### config.mk
export PLATFORM = sky130hd
export DESIGN_NAME = johnson_phase_sequencer_flat
export DESIGN_NICKNAME = d
export VERILOG_FILES = /design/src/rtl/johnson_phase_sequencer_if.sv /design/src/rtl/johnson_phase_sequencer.sv /design/src/flat_wrapper.sv
export SDC_FILE = /design/constraint.sdc
export NUM_CORES = 1
export LEC_CHECK = 0
export ABC_AREA = 1
export ABC_CLOCK_PERIOD_IN_PS = 2600
export CAP_MARGIN = 15
export CORE_MARGIN = 2
export CORE_UTILIZATION = 43
export DETAILED_ROUTE_END_ITERATION = 8
export GPL_TIMING_DRIVEN = 0
export HOLD_SLACK_MARGIN = 0.05
export PLACE_DENSITY = 0.82
export SLEW_MARGIN = 10
export SYNTH_ARGS = -nofsm -noshare
export SYNTH_HDL_FRONTEND = slang
export SYNTH_SLANG_ARGS = --single-unit
### constraint.sdc
create_clock -name clk -period 2.6 [get_ports clk]
set_clock_uncertainty 0.2 [all_clocks]
set_input_delay 0.52 -clock clk [delete_from_list [all_inputs] [get_ports clk]]
set_output_delay 0.52 -clock clk [all_outputs]
set_load 0.005 [all_outputs]
### src/rtl/johnson_phase_sequencer_if.sv
// johnson_phase_sequencer_if: control and status bundle for the Johnson phase sequencer
interface johnson_phase_sequencer_if #(
  parameter int WIDTH = 4,
  parameter int CNTW  = 8
);
  logic             start;
  logic [CNTW-1:0]  steps;
  logic             dir;
  logic             pause;
  logic             stop;
  logic             load;
  logic [WIDTH-1:0] load_val;
  logic [WIDTH-1:0] Q;
  logic [2*WIDTH-1:0] phase;
  logic             busy;
  logic             done;
  logic             err;
  modport master (
    output start, steps, dir, pause, stop, load, load_val,
    input  Q, phase, busy, done, err
  );
  modport slave (
    input  start, steps, dir, pause, stop, load, load_val,
    output Q, phase, busy, done, err
  );
endinterface

### src/rtl/johnson_phase_sequencer.sv
// johnson_phase_sequencer: run/stop controller around a Johnson counter with one-hot phase decode
module johnson_phase_sequencer #(
  parameter int WIDTH = 4,
  parameter int CNTW  = 8
) (
  input logic clk,
  input logic reset,
  johnson_phase_sequencer_if.slave bus
);
  localparam int IW = $clog2(2*WIDTH+1);
  typedef enum logic [1:0] {IDLE, RUN, PAUSE} state_t;
  state_t           state_q, state_d;
  logic [WIDTH-1:0] q_q, q_d, q_step;
  logic [CNTW-1:0]  rem_q, rem_d;
  logic             dir_q, dir_d;
  logic             busy_q, busy_d;
  logic             done_q, done_d;
  logic             err_q, err_d;
  logic [IW-1:0]    idx;
  function automatic int popcount(input logic [WIDTH-1:0] v);
    int n;
    n = 0;
    for (int i = 0; i < WIDTH; i++) n += int'(v[i]);
    return n;
  endfunction
  // A legal Johnson code has at most one 0/1 boundary when scanned end to end.
  function automatic logic legal(input logic [WIDTH-1:0] v);
    int t;
    t = 0;
    for (int i = 0; i < WIDTH-1; i++) t += int'(v[i] ^ v[i+1]);
    return t <= 1;
  endfunction
  // State and datapath registers; reset aborts any run without a done pulse.
  always_ff @(posedge clk or posedge reset) begin
    if (reset) begin
      state_q <= IDLE;
      q_q     <= '0;
      rem_q   <= '0;
      dir_q   <= 1'b0;
      busy_q  <= 1'b0;
      done_q  <= 1'b0;
      err_q   <= 1'b0;
    end else begin
      state_q <= state_d;
      q_q     <= q_d;
      rem_q   <= rem_d;
      dir_q   <= dir_d;
      busy_q  <= busy_d;
      done_q  <= done_d;
      err_q   <= err_d;
    end
  end
  // Next state: load beats start in IDLE; stop beats pause beats advance while running.
  always_comb begin
    q_step  = dir_q ? {~q_q[0], q_q[WIDTH-1:1]} : {q_q[WIDTH-2:0], ~q_q[WIDTH-1]};
    state_d = state_q;
    q_d     = q_q;
    rem_d   = rem_q;
    dir_d   = dir_q;
    done_d  = 1'b0;
    err_d   = err_q;
    case (state_q)
      IDLE: begin
        if (bus.load) begin
          q_d   = legal(bus.load_val) ? bus.load_val : '0;
          err_d = !legal(bus.load_val);
        end else if (bus.start) begin
          dir_d   = bus.dir;
          err_d   = 1'b0;
          done_d  = bus.steps == '0;
          rem_d   = bus.steps;
          state_d = bus.steps == '0 ? IDLE : RUN;
        end
      end
      RUN: begin
        if (bus.stop) state_d = IDLE;
        else if (bus.pause) state_d = PAUSE;
        else begin
          q_d     = q_step;
          rem_d   = rem_q - CNTW'(1);
          done_d  = rem_q == CNTW'(1);
          state_d = rem_q == CNTW'(1) ? IDLE : RUN;
        end
      end
      PAUSE: state_d = bus.stop ? IDLE : bus.pause ? PAUSE : RUN;
      default: state_d = IDLE;
    endcase
  end
  // Outputs: busy follows the next state; phase is a one-hot decode of the ring position.
  always_comb begin
    busy_d    = state_d != IDLE;
    idx       = q_q[WIDTH-1] ? IW'(2*WIDTH - popcount(q_q)) : IW'(popcount(q_q));
    bus.phase = (2*WIDTH)'(1) << idx;
  end
  assign bus.Q    = q_q;
  assign bus.busy = busy_q;
  assign bus.done = done_q;
  assign bus.err  = err_q;
endmodule

### src/flat_wrapper.sv
// flat-port wrapper written by rule: the top's interface ports become plain ports
module johnson_phase_sequencer_flat 
#(
  parameter int WIDTH = 4,
  parameter int CNTW  = 8
)
  (clk, reset, bus_start, bus_steps, bus_dir, bus_pause, bus_stop, bus_load, bus_load_val, bus_Q, bus_phase, bus_busy, bus_done, bus_err);
  johnson_phase_sequencer_if #(.WIDTH(WIDTH), .CNTW(CNTW)) bus_i ();
  input logic clk;
  input logic reset;
  input wire logic [$bits(bus_i.start)-1:0] bus_start;
  input wire logic [$bits(bus_i.steps)-1:0] bus_steps;
  input wire logic [$bits(bus_i.dir)-1:0] bus_dir;
  input wire logic [$bits(bus_i.pause)-1:0] bus_pause;
  input wire logic [$bits(bus_i.stop)-1:0] bus_stop;
  input wire logic [$bits(bus_i.load)-1:0] bus_load;
  input wire logic [$bits(bus_i.load_val)-1:0] bus_load_val;
  output wire logic [$bits(bus_i.Q)-1:0] bus_Q;
  output wire logic [$bits(bus_i.phase)-1:0] bus_phase;
  output wire logic [$bits(bus_i.busy)-1:0] bus_busy;
  output wire logic [$bits(bus_i.done)-1:0] bus_done;
  output wire logic [$bits(bus_i.err)-1:0] bus_err;
  assign bus_i.start = bus_start;
  assign bus_i.steps = bus_steps;
  assign bus_i.dir = bus_dir;
  assign bus_i.pause = bus_pause;
  assign bus_i.stop = bus_stop;
  assign bus_i.load = bus_load;
  assign bus_i.load_val = bus_load_val;
  assign bus_Q = bus_i.Q;
  assign bus_phase = bus_i.phase;
  assign bus_busy = bus_i.busy;
  assign bus_done = bus_i.done;
  assign bus_err = bus_i.err;
  johnson_phase_sequencer #(.WIDTH(WIDTH), .CNTW(CNTW)) u_core (.clk(clk), .reset(reset), .bus(bus_i));
endmodule
# Word level (Yosys, flattened, before mapping)

Index checks and enable logic that the tools add are counted.

Register bits: 18
Input port bits: 19
Output and inout port bits: 15

Add/subtract/negate cells: 7
$lt $le $gt $ge: 1
Eq/ne operators: 8
Shift-type cells: 1
Muxes and demuxes: 28
Bitwise logic cells: 6
Reduce and logical (&&, ||, !) cells: 10

Operator list:

| operator            | number |
|---|---|
| $add 32x32->32      | 2 |
| $le 32x2->1 const B | 1 |
| $mux 8              | 4 |
| $mux 4              | 6 |
| $pmux 8 s2          | 1 |
| $mux 2              | 6 |
| $ne 2x2->1 const B  | 5 |
| $add 4x2->4         | 2 |
| $eq 8x1->1 const B  | 1 |
| $logic_not 8->1     | 1 |
| $mux 1              | 8 |
| $pmux 4 s2          | 1 |
| $shl 1x4->8 const A | 1 |
| $sub 8x1->8 const B | 1 |
| $pmux 2 s3          | 1 |
| $reduce_bool 2->1   | 3 |
| $reduce_and 5->1    | 1 |
| $reduce_and 4->1    | 1 |
| $sub 4x4->4 const A | 1 |
| $not 1->1           | 3 |
| $reduce_and 3->1    | 1 |
| $xor 1x1->1         | 3 |
| $add 1x1->2         | 1 |
| $eq 2x1->1 const B  | 1 |
| 5 further kinds     | 5 |

# Depth between registers and ports, before layout

Gate-level depths: netlist of run 1.

Word-level depth: 7
Depth in mapped cells: 11
Mapped depth without buffers: 11

# Worst setup path before layout of run 1

Ideal clock, no wire load.

Kind: register to output
Start: reg u_core.q_q[0], in the netlist u_core.bus.Q[0]
End: out bus_phase[1]
Arrival: 2074 ps
Required time: 1880 ps
Setup slack: -194 ps
Cell stages (with the launch flop): 11
Cells stage by stage: dfrtp_1 ha_1 inv_1 fa_1 ha_1 inv_1 nand2_1 nand2_1 o21ai_1 or2_1 nor2_1

Longest elaborated chain between the ends: 6

RTL lines:

| element                    | line                          | source |
|---|---|---|
| start, declared            | johnson_phase_sequencer.sv:13 | `logic [WIDTH-1:0] q_q, q_d, q_step;` |
| start signal, assigned     | johnson_phase_sequencer.sv:45 | `q_q <= q_d;` |
| $add 1x1->2 *              | johnson_phase_sequencer.sv:23 | `for (int i = 0; i < WIDTH; i++) n += int'(v[i]);` |
| $add 4x2->4 * (2 in a row) | johnson_phase_sequencer.sv:23 |  |
| $sub 4x4->4                | johnson_phase_sequencer.sv:92 | `idx = q_q[WIDTH-1] ? IW'(2*WIDTH - popcount(q_q)) : IW'(popcount(q_q));` |
| $mux 4 *                   | johnson_phase_sequencer.sv:92 |  |
| $shl 1x4->8 *              | johnson_phase_sequencer.sv:93 | `bus.phase = (2*WIDTH)'(1) << idx;` |
| end, declared              | flat_wrapper.sv:19            | `output wire logic [$bits(bus_i.phase)-1:0] bus_phase;` |

Mark *: on every way between the ends. The rest lies on a longest branch, timed or not.

# Final worst setup path of run 1

Start: reg u_core.q_q[0], in the netlist u_core.bus.Q[0]
End: out bus_phase[2]

The elaborated chain is that of the path after synthesis.

==> summary.txt, run 1 <==
Status
  – Status: finished with violations
  – Violated checks: setup timing

Yosys
  – Synth Net Count: between 200 and 250
  – Synth Warn #: 0
  – Most common cell in the netlist: nand2_1
  – Synth cell types: 28
  – Commonest cells in the synthesized netlist: 60 x nand2_1, 35 x inv_1, 28 x nor2_1
  – Post-synthesis area per instance: 6.675 sq um
  – Synth top area share: 31.39%
  – Post-Synthesis Cells: about 220
  – Post-Syn Area: 1435 sq um
  – Most used DFF post-synth: dfrtp_1
  – Post-synth top area cell: dfrtp_1
  – Post-synth EDFFs: 0
  – Seq cells post-synth: 18
  – Post-synth ARST share: between 90% and 100%
  – Synth top area cells: dfrtp_1 31%, nand2_1 16%, inv_1 9.2%
  – Register area share after synthesis: a little under a third

Detailed routing
  – Drt wl/cell: between 10 and 15 microns
  – DRT iter0 DRCs: 39
  – Vias post-DR: around 1400
  – Total wire length: ~3200 microns
  – DR DRC count: 0
  – Via/cell ratio: between 4 and 5
  – Drt pass-1 iters: 4
  – Routed Antenna Nets: 0

Timing
  – Setup ws final: -0.4454 ns
  – Measured slew at the worst slew-check pin: just over 0.7 ns
  – Fmax: ~0.33 GHz
  – Clock period minus worst slack: between 3 and 4 ns
  – Unrepaired setup endpoints after global routing: yes
  – Max-slew violations: 0
  – Final Hold Fails: 0
  – Setup violators final: 8
  – Slew HR: between 50% and 60%
  – Worst hold slack: around 0.28 ns
  – Period utilization: 117.1%

Placed design
  – PortBufs: 33
  – Placed cell area: 1848 sq um
  – Gpl congestion: between 0.8 and 0.9
  – Post-DP HPWL: roughly 2400 microns
  – Placed insts: about 290

Worst setup path
  – CP Capture Type: primary output
  – Worst Path Arrival: between 2 and 2.5 ns
  – Crit-path slowest cell: dfrtp_1
  – Startpoint Class: register
  – Critical-path cell list: ha_1 > inv_2 > fa_2 > ha_4 > inv_4 > nand2_4 > nand2_4 > nand2_4 > o21ai_4 > buf_6 > nor3_2 > buf_2
  – Slowest stage delay, CP: 0.40 ns
  – R2r setup slk: 0.82 ns
  – Crit-path most repeated cell: nand2_4
  – Data required time of the worst path: between 1.5 and 2 ns
  – CP Class: register to primary output
  – Worst Path Max Fanout: 4

Die
  – Core region area: slightly above 3000 sq um
  – Chip Height: about 60 microns
  – Chip width: about 62 microns
  – IO Pins: 34
  – Row count: 20
  – Initial core utilization: between 40% and 50%
  – Die area: 3816 sq um

Clock tree
  – Clock Sinks: 18
  – Root buffer cell: clkbuf_4
  – Clk_lat worst skew: between 0.2 and 0.3 ns
  – CTS tree: built
  – CTS H-tree lvls: 1
  – Reg clk slew, reported paths: ~0.1 ns
  – TritonCTS Buffers: 3
  – CTS Buffer Depth: 2

Finish
  – Share of layout cells above drive strength 1: between 15 and 20%
  – Nets: 286
  – Area Overhead vs Synth: 34.61%
  – Diodes inserted: 0
  – Final cell count without fillers: approximately 300
  – Fin area: slightly below 2000 sq um

Flow run
  – MaxCap Viol Count: 0

GRT
  – Largest net degree at the start of global routing: 19
  – Initial antenna violation count: 0
  – First-pass GRT wire length: approximately 5600 microns
  – Total GRT Usage: between 10% and 20%
  – Vias in the first global route: ~1300
  – Global route overflow: 0

Pwr
  – Leak Pwr: between 1 and 1.5 nW
  – Pwr Total: roughly 1.7 mW
  – IR drop worst, VDD: approximately 390 uV
  – Total power per unit cell area: between 800 and 900 nW/um^2

Hold path
  – Min-Delay Path Class: register to register
final cells by class:
cell class                 count  area (sq um)
buffer                         5         41.29
inverter                      37         141.4
sequential                    18         450.4
multi-input combinational    155         882.1
tap                           44         55.05
clock buffer                   3         22.52
timing repair buffer          39         339.1
fill                         291          1171
worst max-delay path, delay by kind of cell (launching register included):
kind	cells	cell delay, ns
AOI/OAI and AO/OA	1	0.06
adders and majority gates	3	0.95
buffers and inverters	4	0.33
DFF	1	0.40
and+or+nand+nor	4	0.29
routing by layer:
layer	share of wire, %	global-route usage (%)
met2	50	34.59
met4	0.50	6.383
met5	0	0
met3	4.5	1.656
met1	45	24.41
logic make-up (layout without fill, tap and decap cells):
logic type	count (synthesis)	count (layout)	synth area share, %
AO/OA/AOI/OAI	28	28	10.99
AND/OR/NAND/NOR	115	115	35.31
adder cells (fa/ha/maj)	8	8	7.498
flip-flops	18	18	31.39
buffers and inverters	42	84	12.38
XOR/XNOR	4	4	2.441
cells in the final DEF, fill, tap and decap left out, types with 2 or more instances in the layout:
| cell | count |
|---|---|
| buf_6 | 3 |
| nand2_2 | 2 |
| nand3_1 | 9 |
| a21oi_1 | 5 |
| nor2_1 | 26 |
| o21ai_2 | 2 |
| inv_1 | 33 |
| o21ai_0 | 12 |
| o21ai_1 | 2 |
| buf_4 | 6 |
| ha_1 | 5 |
| nand2_1 | 57 |
| nand2_4 | 5 |
| nor2_2 | 3 |
| clkbuf_4 | 4 |
| clkdlybuf4s50_1 | 25 |
| xor2_1 | 4 |
| inv_2 | 3 |
| nand4_1 | 6 |
| o211ai_1 | 4 |
| nor3_2 | 2 |
| dfrtp_1 | 18 |
| buf_2 | 8 |
where the power goes:
part,switching (mW),total [mW],internal (mW),leakage [nW]
registers,0.0520,0.400,0.348,0.220
logic,0.613,1.14,0.532,0.776
clock network,0.0838,0.138,0.0538,0.0138
total,0.748,1.68,0.933,1.01
metrics by stage:
step | setup WS [ns] | utilization, % | setup TNS, ns
after global placement | -0.6124 | 59.56 | -4.452
after CTS | -0.5181 | 61.81 | -3.953
after floorplan | -0.05822 | - | -0.1164
after global routing | -0.5620 | 62.26 | -4.295
after detailed placement | -0.6208 | 59.56 | -4.638
final | -0.4454 | 62.26 | -3.363
state kept, by name (all words and copies together) (netlist names):
| signal | cells |
|---|---|
| u_core.bus.done | 1 |
| u_core.dir_q | 1 |
| u_core.state_q | 2 |
| u_core.rem_q | 8 |
| u_core.bus.Q | 4 |
| u_core.bus.busy | 1 |
| u_core.bus.err | 1 |
final timing paths:
kind / startpoint / endpoint / cells past startpoint
setup / recovery: u_core.bus.Q[0] / bus_phase[2] / 12
hold / removal: u_core.rem_q[5] / u_core.rem_q[5] / 2
setup reg to reg: u_core.rem_q[0] / u_core.rem_q[6] / 9
hold reg to reg: u_core.rem_q[5] / u_core.rem_q[5] / 2
max in group asynchronous: reset / u_core.bus.done / 2
min in group asynchronous: reset / u_core.rem_q[0] / 2
timing repair:
action,in CTS,in global routing
hold buffers,0,0
gates resized for setup,46,2
buffers inserted,5,1
pin swaps,11,2
setup endpoints to repair,8,8
No activity file was read; power rests on OpenSTA's default activity.
==> run 2, diff against run 1 <==
--- a/config.mk
+++ b/config.mk
@@ -6,14 +6,14 @@
 export NUM_CORES = 1
 export LEC_CHECK = 0
 export ABC_AREA = 1
-export ABC_CLOCK_PERIOD_IN_PS = 2600
+export ABC_CLOCK_PERIOD_IN_PS = 3900
 export CAP_MARGIN = 15
 export CORE_MARGIN = 2
 export CORE_UTILIZATION = 43
 export DETAILED_ROUTE_END_ITERATION = 8
 export GPL_TIMING_DRIVEN = 0
 export HOLD_SLACK_MARGIN = 0.05
-export PLACE_DENSITY = 0.82
+export PLACE_DENSITY = 0.8
 export SLEW_MARGIN = 10
 export SYNTH_ARGS = -nofsm -noshare
 export SYNTH_HDL_FRONTEND = slang
==> constraint.sdc (replaced) <==
create_clock -name clk -period 3.9 [get_ports clk]
set_clock_uncertainty 0.2 [all_clocks]
set_input_delay 0.78 -clock clk [delete_from_list [all_inputs] [get_ports clk]]
set_output_delay 0.78 -clock clk [all_outputs]
set_load 0.005 [all_outputs]
==> summary.txt, run 2 (same netlist as run 1, synthesis figures left out) <==
Placed design
  – Pre-CTS setup slack: 0.2293 ns (+0.8501 ns)
  – PortBufs: 33 (unchanged)
  – Placed cell area: 1821 sq um (-1.5%)
  – Gpl congestion: 0.8398 (+0.11%)
  – Post-DP HPWL: 2310 microns (-4.3%)

Finish
  – Share of layout cells above drive strength 1: 9.486% (-8.4 points)
  – Diodes inserted: 0 (unchanged)
  – Most frequent cells in the layout: 58 x nand2_1, 35 x inv_1, 32 x clkdlybuf4s50_1
  – Most flops, register: u_core.rem_q
  – Fin area: 1887 sq um (-2.3%)
  – Commonest non-fill, non-tap cell in the layout: nand2_1
  – Largest register FFs: 8 (unchanged)
  – Nets: 282 (-1.4%)
  – Final core occ: 60.81% (-1.5 points)
  – Area Overhead vs Synth: 31.47%

Worst setup path
  – Crit-path slowest cell: clkdlybuf4s50_1
  – Worst Path Max Fanout: 5 (+1)
  – Critical-path cell list: ha_1 > inv_1 > fa_2 > ha_4 > inv_1 > nand2_2 > nand2_2 > o21ai_2 > inv_1 > nor2_1 > clkdlybuf4s50_1
  – Startpoint Class: register
  – Slowest stage delay, CP: 0.50 ns (+0.10 ns)
  – CP Capture Type: primary output
  – Data required time of the worst path: 2.92 ns (+1.04 ns)
  – CP Class: register to primary output
  – Worst Path Arrival: 2.77 ns (+0.44 ns)
  – Crit-path most repeated cell: inv_1

GRT
  – Global route overflow: 0 (unchanged)
  – First-pass GRT wire length: 5106 microns (-8.2%)
  – Total GRT Usage: 17.97% (-1.3 points)
  – Largest net degree at the start of global routing: 19 (unchanged)
  – Vias in the first global route: 1223 (-8.7%)
  – Initial antenna violation count: 0 (unchanged)

Timing
  – Setup violators final: 0 (-8)
  – Final Hold Fails: 0 (unchanged)
  – Setup ws final: 0.1506 ns (+0.5960 ns)
  – Max-slew violations: 0 (unchanged)
  – Measured slew at the worst slew-check pin: 0.6931 ns (-0.01118 ns)
  – TNS Setup: 0 ns (+3.363 ns)
  – Slew HR: 53.74% (+0.75 points)
  – Period utilization: 96.14%
  – Clock period minus worst slack: ~3.7 ns
  – Fmax: ~0.27 GHz

Clock tree
  – CTS H-tree lvls: 1 (unchanged)
  – TritonCTS Buffers: 3 (unchanged)
  – CTS tree: built
  – Clock Sinks: 18 (unchanged)
  – Reg clk slew, reported paths: 0.10 ns (about the same)
  – CTS Buffer Depth: 2 (unchanged)
  – Root buffer cell: clkbuf_4
  – Hold_buf cts: 0 (unchanged)
  – Clk_lat worst skew: 0.30 ns (about the same)

Detailed routing
  – Routed Antenna Nets: 0 (unchanged)
  – DR DRC count: 0 (unchanged)
  – Met1 WL: 1400 microns (-2.9%)
  – Via/cell ratio: 4.774 (-0.82%)
  – Highest routed layer: met4
  – Drt pass-1 iters: 4 (unchanged)
  – Total wire length: 3071 microns (-3.6%)
  – DRT iter0 DRCs: 36 (-7.7%)
  – Drt wl/cell: 10.34 microns (-2.3%)
  – Vias post-DR: 1418 (-2.1%)
  – Routed wl met3: 130 microns (-9.1%)
  – Metal2 WL: 1499 microns (-5.3%)

Pwr
  – Clock power share: 8.9% (+0.7 points)
  – Combinational share of power: 65.5% (-2.6 points)
  – Leak Pwr: 0.9741 nW (-3.5%)
  – Pint: 0.6036 mW (-35%)
  – Sequential share of power: 25.6% (+1.8 points)
  – Total power per unit cell area: 555.5 nW/um^2 (-36%)
  – IR drop worst, VDD: 247.1 uV (-37%)
  – Switching Share: 42.42% (-2.1 points)
  – Sw Pwr: 0.4446 mW (-41%)

Die
  – Chip width: 61.77 microns (unchanged)
  – Initial core utilization: 46.25% (unchanged)
  – Die area: 3816 sq um (unchanged)
  – Row count: 20 (unchanged)
  – Core region area: 3103 sq um (unchanged)
  – IO Pins: 34 (unchanged)
  – Chip Height: 61.77 microns (unchanged)

Status
  – Status: finished clean

Hold path
  – Min-Delay Path Class: register to register

Flow run
  – MaxCap Viol Count: 0 (unchanged)
==> run 2: cell types whose count changed in the layout (fill, tap and decap cells not counted), sizes merged <==
cell           before  now
dlymetal6s2s        0    1
buf                17    5
clkdlybuf4s50      25   32
==> run 2: power by group through the flow <==
stage               clock network, mW  logic [mW]  registers [mW]
global route                    0.105       0.778           0.274
finish                         0.0936       0.687           0.268
global placement                    0       0.617           0.275
detailed placement                  0       0.629           0.277
floorplan                           0       0.385           0.269
CTS                            0.0967       0.655           0.268
==> run 2: layout make-up <==
cell class | count | area [sq um]
Fill cell | 298 | 1216
Tap cell | 44 | 55.05
Timing Repair Buffer | 35 | 347.8
Multi-Input combinational cell | 155 | 830.8
Buffer | 5 | 41.29
Inverter | 37 | 138.9
Clock buffer | 3 | 22.52
Sequential cell | 18 | 450.4
==> run 2: final timing paths <==
path / from / to / slack [ns] / cells after the start
hold / removal: u_core.rem_q[5] / u_core.rem_q[5] / 0.28 / 2
min in group asynchronous: reset / u_core.rem_q[3] / 0.68 / 2
hold reg to reg: u_core.rem_q[5] / u_core.rem_q[5] / 0.28 / 2
max in group asynchronous: reset / u_core.dir_q / 2.38 / 2
setup reg to reg: u_core.rem_q[0] / u_core.rem_q[6] / 2.23 / 9
setup / recovery: u_core.bus.Q[0] / bus_phase[7] / 0.15 / 11
==> run 2: per-stage QoR <==
stage / hold WS (ns) / std cells / power (mW)
after floorplan: 0.2426 / 215 / 0.6538
after global placement: 0.2580 / 292 / 0.8921
after detailed placement: 0.2616 / 292 / 0.9059
after CTS: 0.2875 / 297 / 1.020
after global routing: 0.3270 / 297 / 1.157
final: 0.2833 / 297 / 1.048
==> run 2: worst max-delay path, delay by kind of cell (launching register included) <==
family / cells / cell delay, ns
buf+inv: 4 / 0.66
fa+ha+maj: 3 / 0.94
simple gates: 3 / 0.27
compound gates: 1 / 0.21
flops: 1 / 0.40
==> run 2: what timing repair did <==
item	4_1_cts	5_1_grt
gates resized for setup	2	5
endpoints found under the hold margin	0	0
endpoints found under the setup margin	6	8
buffers inserted	2	0
==> run 2: metal layers <==
metal / vias to the layer above / global-route usage [%]
li1: 749 / -
met1: 630 / 22.67
met2: 34 / 31.73
met3: 5 / 2.070
met4: 0 / 6.383
met5: - / 0
